--- src/rtl/spi_slave_rf.sv ---
`timescale 1ns/1ps
// spi_slave_rf: SPI mode-0 responder running entirely on the system clock.
// SCLK/CSN/MOSI are oversampled through synchronizers. Bytes are shifted
// MSB-first in both directions, and a byte-level handshake moves them to and
// from local logic.
// Ports:
//   clk, rst                 system clock, async active-low reset
//   sclk, csn, mosi          SPI pins from the master (asynchronous)
//   miso, miso_oe            slave data out and pad tri-state enable
//   tx_byte/tx_valid/tx_ack  transmit byte handshake (tx_underrun when starved)
//   rx_byte/rx_valid         last completed received byte and update pulse
//   frame_start/end/abort    frame event pulses
//   busy                     high while a frame is being shifted
module spi_slave_rf #(
  parameter int unsigned SYNC_STAGES = 2,
  parameter logic [7:0]  DEFAULT_TX  = 8'hFF
) (
  input  logic       clk,
  input  logic       rst,
  input  logic       sclk,
  input  logic       csn,
  input  logic       mosi,
  output logic       miso,
  output logic       miso_oe,
  input  logic [7:0] tx_byte,
  input  logic       tx_valid,
  output logic       tx_ack,
  output logic       tx_underrun,
  output logic [7:0] rx_byte,
  output logic       rx_valid,
  output logic       frame_start,
  output logic       frame_end,
  output logic       frame_abort,
  output logic       busy
);

  localparam int unsigned MSB_IDX = SYNC_STAGES - 1;
  localparam logic [2:0]  BIT_TOP = 3'd7;

  typedef enum logic {IDLE, SHIFT} state_t;

  logic [SYNC_STAGES-1:0] sclk_sync, csn_sync, mosi_sync, vld_sync;
  logic sclk_d, csn_d;
  logic sclk_s, csn_s, mosi_s, vld_s;
  logic sclk_rise, sclk_fall, csn_rise, csn_fall;

  state_t     state_q, state_d;
  logic [7:0] sh_tx_q, sh_tx_d, sh_rx_q, sh_rx_d, rx_byte_d, load_byte;
  logic [2:0] bit_cnt_q, bit_cnt_d;
  logic       byte_done_q, byte_done_d, armed_q, armed_d;
  logic       miso_d, oe_d, tx_ack_d, tx_underrun_d, rx_valid_d;
  logic       frame_start_d, frame_end_d, frame_abort_d;

  // Pin synchronizers plus one extra copy for edge detection. vld_sync marks
  // when the csn chain holds real pin samples rather than reset values.
  always_ff @(posedge clk or negedge rst) begin
    if (!rst) begin
      sclk_sync <= '0;
      csn_sync  <= '1;
      mosi_sync <= '0;
      vld_sync  <= '0;
      sclk_d    <= 1'b0;
      csn_d     <= 1'b1;
    end else begin
      sclk_sync <= {sclk_sync[SYNC_STAGES-2:0], sclk};
      csn_sync  <= {csn_sync[SYNC_STAGES-2:0], csn};
      mosi_sync <= {mosi_sync[SYNC_STAGES-2:0], mosi};
      vld_sync  <= {vld_sync[SYNC_STAGES-2:0], 1'b1};
      sclk_d    <= sclk_sync[MSB_IDX];
      csn_d     <= csn_sync[MSB_IDX];
    end
  end

  assign sclk_s    = sclk_sync[MSB_IDX];
  assign csn_s     = csn_sync[MSB_IDX];
  assign mosi_s    = mosi_sync[MSB_IDX];
  assign vld_s     = vld_sync[MSB_IDX];
  assign sclk_rise = sclk_s & ~sclk_d;
  assign sclk_fall = ~sclk_s & sclk_d;
  assign csn_rise  = csn_s & ~csn_d;
  assign csn_fall  = ~csn_s & csn_d;
  assign load_byte = tx_valid ? tx_byte : DEFAULT_TX;

  // State and datapath registers; every output is a registered copy.
  always_ff @(posedge clk or negedge rst) begin
    if (!rst) begin
      state_q     <= IDLE;
      sh_tx_q     <= 8'h00;
      sh_rx_q     <= 8'h00;
      bit_cnt_q   <= BIT_TOP;
      byte_done_q <= 1'b0;
      armed_q     <= 1'b0;
      miso        <= 1'b0;
      miso_oe     <= 1'b0;
      busy        <= 1'b0;
      rx_byte     <= 8'h00;
      rx_valid    <= 1'b0;
      tx_ack      <= 1'b0;
      tx_underrun <= 1'b0;
      frame_start <= 1'b0;
      frame_end   <= 1'b0;
      frame_abort <= 1'b0;
    end else begin
      state_q     <= state_d;
      sh_tx_q     <= sh_tx_d;
      sh_rx_q     <= sh_rx_d;
      bit_cnt_q   <= bit_cnt_d;
      byte_done_q <= byte_done_d;
      armed_q     <= armed_d;
      miso        <= miso_d;
      miso_oe     <= oe_d;
      busy        <= oe_d;
      rx_byte     <= rx_byte_d;
      rx_valid    <= rx_valid_d;
      tx_ack      <= tx_ack_d;
      tx_underrun <= tx_underrun_d;
      frame_start <= frame_start_d;
      frame_end   <= frame_end_d;
      frame_abort <= frame_abort_d;
    end
  end

  // Next-state and output logic.
  always_comb begin
    state_d       = state_q;
    sh_tx_d       = sh_tx_q;
    sh_rx_d       = sh_rx_q;
    bit_cnt_d     = bit_cnt_q;
    byte_done_d   = byte_done_q;
    armed_d       = armed_q | (csn_s & vld_s);
    miso_d        = miso;
    rx_byte_d     = rx_byte;
    rx_valid_d    = 1'b0;
    tx_ack_d      = 1'b0;
    tx_underrun_d = 1'b0;
    frame_start_d = 1'b0;
    frame_end_d   = 1'b0;
    frame_abort_d = 1'b0;

    case (state_q)
      IDLE: begin
        miso_d = 1'b0;
        // A frame already running when reset released is ignored until CSN
        // has been seen high.
        if (csn_fall && armed_q) begin
          sh_tx_d       = load_byte;
          miso_d        = load_byte[7];
          tx_ack_d      = tx_valid;
          tx_underrun_d = ~tx_valid;
          bit_cnt_d     = BIT_TOP;
          byte_done_d   = 1'b0;
          frame_start_d = 1'b1;
          state_d       = SHIFT;
        end
      end
      SHIFT: begin
        // CSN deassertion wins over any SCLK edge seen in the same cycle.
        if (csn_rise) begin
          state_d       = IDLE;
          frame_end_d   = 1'b1;
          frame_abort_d = (bit_cnt_q != BIT_TOP) && !byte_done_q;
          miso_d        = 1'b0;
          bit_cnt_d     = BIT_TOP;
          byte_done_d   = 1'b0;
        end else if (sclk_rise) begin
          sh_rx_d = {sh_rx_q[6:0], mosi_s};
          if (bit_cnt_q == 3'd0) begin
            rx_byte_d   = {sh_rx_q[6:0], mosi_s};
            rx_valid_d  = 1'b1;
            byte_done_d = 1'b1;
          end else begin
            bit_cnt_d = bit_cnt_q - 3'd1;
          end
        end else if (sclk_fall) begin
          if (byte_done_q) begin
            sh_tx_d       = load_byte;
            miso_d        = load_byte[7];
            tx_ack_d      = tx_valid;
            tx_underrun_d = ~tx_valid;
            bit_cnt_d     = BIT_TOP;
            byte_done_d   = 1'b0;
          end else begin
            sh_tx_d = {sh_tx_q[6:0], 1'b0};
            miso_d  = sh_tx_q[6];
          end
        end
      end
      default: state_d = IDLE;
    endcase

    oe_d = (state_d == SHIFT);
  end

endmodule

--- config.mk ---
export PLATFORM = sky130hd
export DESIGN_NAME = spi_slave_rf
export DESIGN_NICKNAME = d
export VERILOG_FILES = /design/src/rtl/spi_slave_rf.sv
export SDC_FILE = /design/constraint.sdc
export NUM_CORES = 1
export LEC_CHECK = 0
export ABC_AREA = 1
export ABC_CLOCK_PERIOD_IN_PS = 3400
export CAP_MARGIN = 20
export CORE_MARGIN = 4
export CORE_UTILIZATION = 50
export CTS_BUF_LIST = sky130_fd_sc_hd__clkbuf_16
export DETAILED_ROUTE_END_ITERATION = 6
export PLACE_DENSITY = 0.74
export SKIP_CTS_REPAIR_TIMING = 1
export SLEW_MARGIN = 20
export SYNTH_ARGS = -nofsm -noshare
export SYNTH_HDL_FRONTEND = slang
export SYNTH_SLANG_ARGS = --single-unit
--- constraint.sdc ---
create_clock -name clk -period 3.4 [get_ports clk]
set_input_delay 0.68 -clock clk [delete_from_list [all_inputs] [get_ports clk]]
set_output_delay 0.68 -clock clk [all_outputs]
set_load 0.05 [all_outputs]
==> After elaboration in Yosys (flattened, before gate mapping) <==
Cells that the tools add are included.
{ "totals": {"reg_bits": 45, "inputBits": 14, "out_inout_bits": 17, "word_cells": 105} }
{ "op_classes": {"add_sub_neg": 1, "eq_ne": 11, "muxes": 50, "bitwise": 13, "n_reduce_logical": 10} }
{ "op_table": {"columns": ["operator", "n"], "rows": [
  ["2-to-1 mux 7 bit", 5],
  ["2-to-1 mux 1 bit", 31],
  ["2-to-1 mux 3 bit", 6],
  ["one-hot mux 7 bit (2 select lines)", 1],
  ["AND reduction 4 bit", 3],
  ["one-hot mux 1 bit (2 select lines)", 5],
  ["!= test 3 bit, second input constant", 3],
  ["2-to-1 mux 8 bit", 1],
  ["!= test 2 bit, second input constant", 4],
  ["!= test 4 x 3 -> 1 bit, second input constant", 2],
  ["!= test 4 bit, second input constant", 2],
  ["inverter 1 bit", 7],
  ["one-hot mux 3 bit (2 select lines)", 1],
  ["AND reduction 3 bit", 2],
  ["bitwise AND 1 bit", 5],
  ["zero test 3 bit", 1],
  ["subtractor 3 x 1 -> 3 bit, second input constant", 1],
  ["logical AND 1 bit", 2],
  ["AND reduction 2 bit", 1],
  ["zero test 1 bit", 1],
  ["OR 1 bit", 1]
]} }

==> Depth between registers and ports, before layout <==
{ "logic_depth": {"depth_word": 6, "mapped_depth": 9} }

==> Worst setup path before layout <==
OpenSTA, ideal clock, no wires.
{ "synth_path": {"path_type": "register to output", "from": "register state_q (netlist name)", "to": "output miso_oe", "t_arrival_ns": 0.921, "required_time_ns": 2.720, "path_slack_ns": 1.799, "stages_incl_launch_ff": 2, "path_buffers": 1, "cell_sequence": "dfrtp_1 buf_4"} }
{ "synth_lines": {"columns": ["item", "line_no", "rtl"], "rows": [
  ["end: declaration", "24", "output logic miso_oe,"]
]} }

==> impl_metrics.tcl <==
set metrics [dict create \
    cp_max_fo 10 \
    clkSinkCount 45 \
    seq_area_frac_synth 0.567 \
    dp_slack_ns 1.28 \
    cp.depth 1 \
    core_sq_mm 0.00377 \
    yosys-top-cells-area "dfrtp_1, nand2_1, dfstp_2" \
    initial_core_util 0.530 \
    rows 22 \
    wl_met2_um 1690 \
    r2r-end "bit_cnt_q[0]" \
    clkTransAtPathRegs_ns 0.06 \
    gp_congestion 0.754 \
    cts_buffer_depth 2 \
    grt_max_degree 46 \
    startpoint_type "flip-flop" \
    antenna_found_initial 0 \
    clkPwrFrac 0.317 \
    syn_nets 235 \
    max_freq_mhz 413 \
    synth_top_area_cell "dfrtp_1" \
    grt_pass1_vias 1467 \
    routed_wl_um 3610 \
    ios 31 \
    antenna_left 0 \
    synth_area_sq_mm 0.00200 \
    cp_slowest_stage_delay_ns 0.88 \
    crit_path_top_delay_cell "clkdlybuf4s50_1" \
    post-route-period-util 0.712 \
    wl_met1_um 1640 \
    final_common_cell "nand2_1" \
    area_growth_pct 24.1 \
    ff2ff_setup_slack_ns 1.82 \
    netSwitchingFraction 0.317 \
    finalMaxSlewViolations 0 \
    place_hpwl_um 2460 \
    worstSetupEndpoint "busy" \
    relSlewSlack 0.377 \
    end_kind "output port" \
    drt_iter0_drc 64 \
    h-tree-depth 2 \
    outcome "finished, final reports clean" \
    clk_latency_ns 0.29 \
    fp.dieW_um 71.2 \
    period_minus_slack_ns 2.42 \
    vias 1426 \
    crit_required_ns 2.72 \
    avgSynthCellArea_sq_um 9.34 \
    top_layer "met4" \
    nets 268 \
    die_h_um 71.2 \
    critPathKind "reg2out" \
    rsz0062_at_grt "no" \
    arrival_ns 1.74 \
    numCtsBuffers 5 \
    path_cells "clkdlybuf4s50_1" \
    ff2ff_path_depth 9 \
    critPathTopFamily "buffers and inverters" \
    seqPwrFrac 0.435 \
    synth_top_area_share 0.488 \
    routed_via_density 4.82 \
    synth_cell_types 29 \
    setup_ws_ns 0.981 \
    vdd_drop_max_uv 378 \
    wl_per_cell_um 12.2 \
    setup_tns_ns 0 \
    p_leak_nw 1.27 \
    dieArea_sq_mm 0.00507 \
    r2r_start "bit_cnt_q[0]" \
    layout_common_cells "nand2_1, dfrtp_1, clkdlybuf4s50_1" \
    layout-drive-gt1-share 0.125 \
    drc_errors 0 \
    io_buffers 30 \
    finalHoldViolCount 0 \
    grt_pass1_wl_um 6390 \
    skew_ns 0.0100 \
    worst_pin_slew_ns 0.935 \
    power.density_mw_per_mm2 684 \
    setup_viol 0 \
    max_cap_viol_count 0 \
    p_comb_frac 0.248 \
    p_int_mw 1.16 \
    synth_seq_cells 45 \
    synth_warnings 0 \
    p_switching_mw 0.538 \
    antenna_cells 0 \
    routed-wl-met3_um 168 \
    path_buf_inv 1 \
    synthCells 214 \
    clockRootBuffer "clkbuf_16" \
    hold_path_class "reg2reg" \
    grt_use_total 0.163 \
    first_pass_iters 4 \
    grt_overflow 0 \
    crit_path_start "state_q" \
    cts_tree "built" \
]
[stage by stage]
stage | hold WS [ns] | total power, mW | instances | instance area (sq um) | util
after global routing | 0.351 | 1.81 | 296 | 2480 | 0.658
final | 0.346 | 1.70 | 296 | 2480 | 0.658
after global placement | 0.333 | 1.15 | 288 | 2310 | 0.613
after detailed placement | 0.336 | 1.17 | 288 | 2310 | 0.613
after floorplan | 0.331 | 1.05 | 214 | 2000 | -
after CTS | 0.348 | 1.71 | 296 | 2480 | 0.658
[worst min path at each step]
stage | depth (start not counted) | from | slack [ns] | end
after CTS | 0 | sclk_sync[0] | 0.35 | sclk_sync[1]
after floorplan | 0 | mosi_sync[0] | 0.33 | mosi_sync[1]
after global placement | 0 | sclk_sync[0] | 0.33 | sclk_sync[1]
after detailed placement | 0 | sclk_sync[0] | 0.34 | sclk_sync[1]
final | 0 | vld_sync[0] | 0.35 | vld_sync[1]
after global routing | 0 | sclk_sync[0] | 0.35 | sclk_sync[1]
[cells by family (layout without fill, tap and decap cells)]
logic type      after synthesis  in the layout  share of synthesized area
simple gates                116            116                      0.257
flops                        45             45                      0.567
buf+inv                      24             58                     0.0607
compound gates               20             20                     0.0657
fa+ha+maj                     7              7                     0.0438
other cells                   1              1                    0.00188
xor+xnor                      1              1                    0.00438
[layer usage]
| layer | track usage | vias up |
|---|---|---|
| met5 | 0 | - |
| met4 | 0.100 | 0 |
| met3 | 0.0351 | 8 |
| met2 | 0.267 | 33 |
| met1 | 0.194 | 655 |
| li1 | - | 730 |
[sequential cells by signal, summed over array words and instances (netlist names), 2 cells and up]
name       cells
bit_cnt_q      3
vld_sync       2
csn_sync       2
sclk_sync      2
sh_tx_q        7
rx_byte        8
mosi_sync      2
sh_rx_q        7
[cell type report]
class / count / area (sq um)
timing repair buffer: 30 / 295
inverter: 20 / 80.1
clock buffer: 5 / 125
clock inverter: 3 / 42.5
fill: 333 / 1290
tap: 48 / 60.1
sequential: 45 / 1130
multi-input combinational: 145 / 744
[power groups by stage]
| stage | registers [mW] | clock network (mW) | logic, mW |
|---|---|---|---|
| 6_report | 0.738 | 0.539 | 0.421 |
| 3_5_place_dp | 0.745 | 0 | 0.423 |
| 4_1_cts | 0.737 | 0.550 | 0.427 |
| 3_3_place_gp | 0.742 | 0 | 0.410 |
| 5_1_grt | 0.758 | 0.578 | 0.473 |
| 2_1_floorplan | 0.800 | 0 | 0.250 |
[Yosys cell counts, drive strengths merged]
cell    count
or2         1
o21bai      1
nand4       1
a211oi      1
buf         4
dfstp       6
dfrtp      39
a21o        1
nand2      83
inv        19
o21ai      14
a21oi       2
clkinv      1
conb        1
ha          7
xnor2       1
nand3      14
o22ai       1
nor2       17
Note: power is estimated with default switching activity, not from simulation.
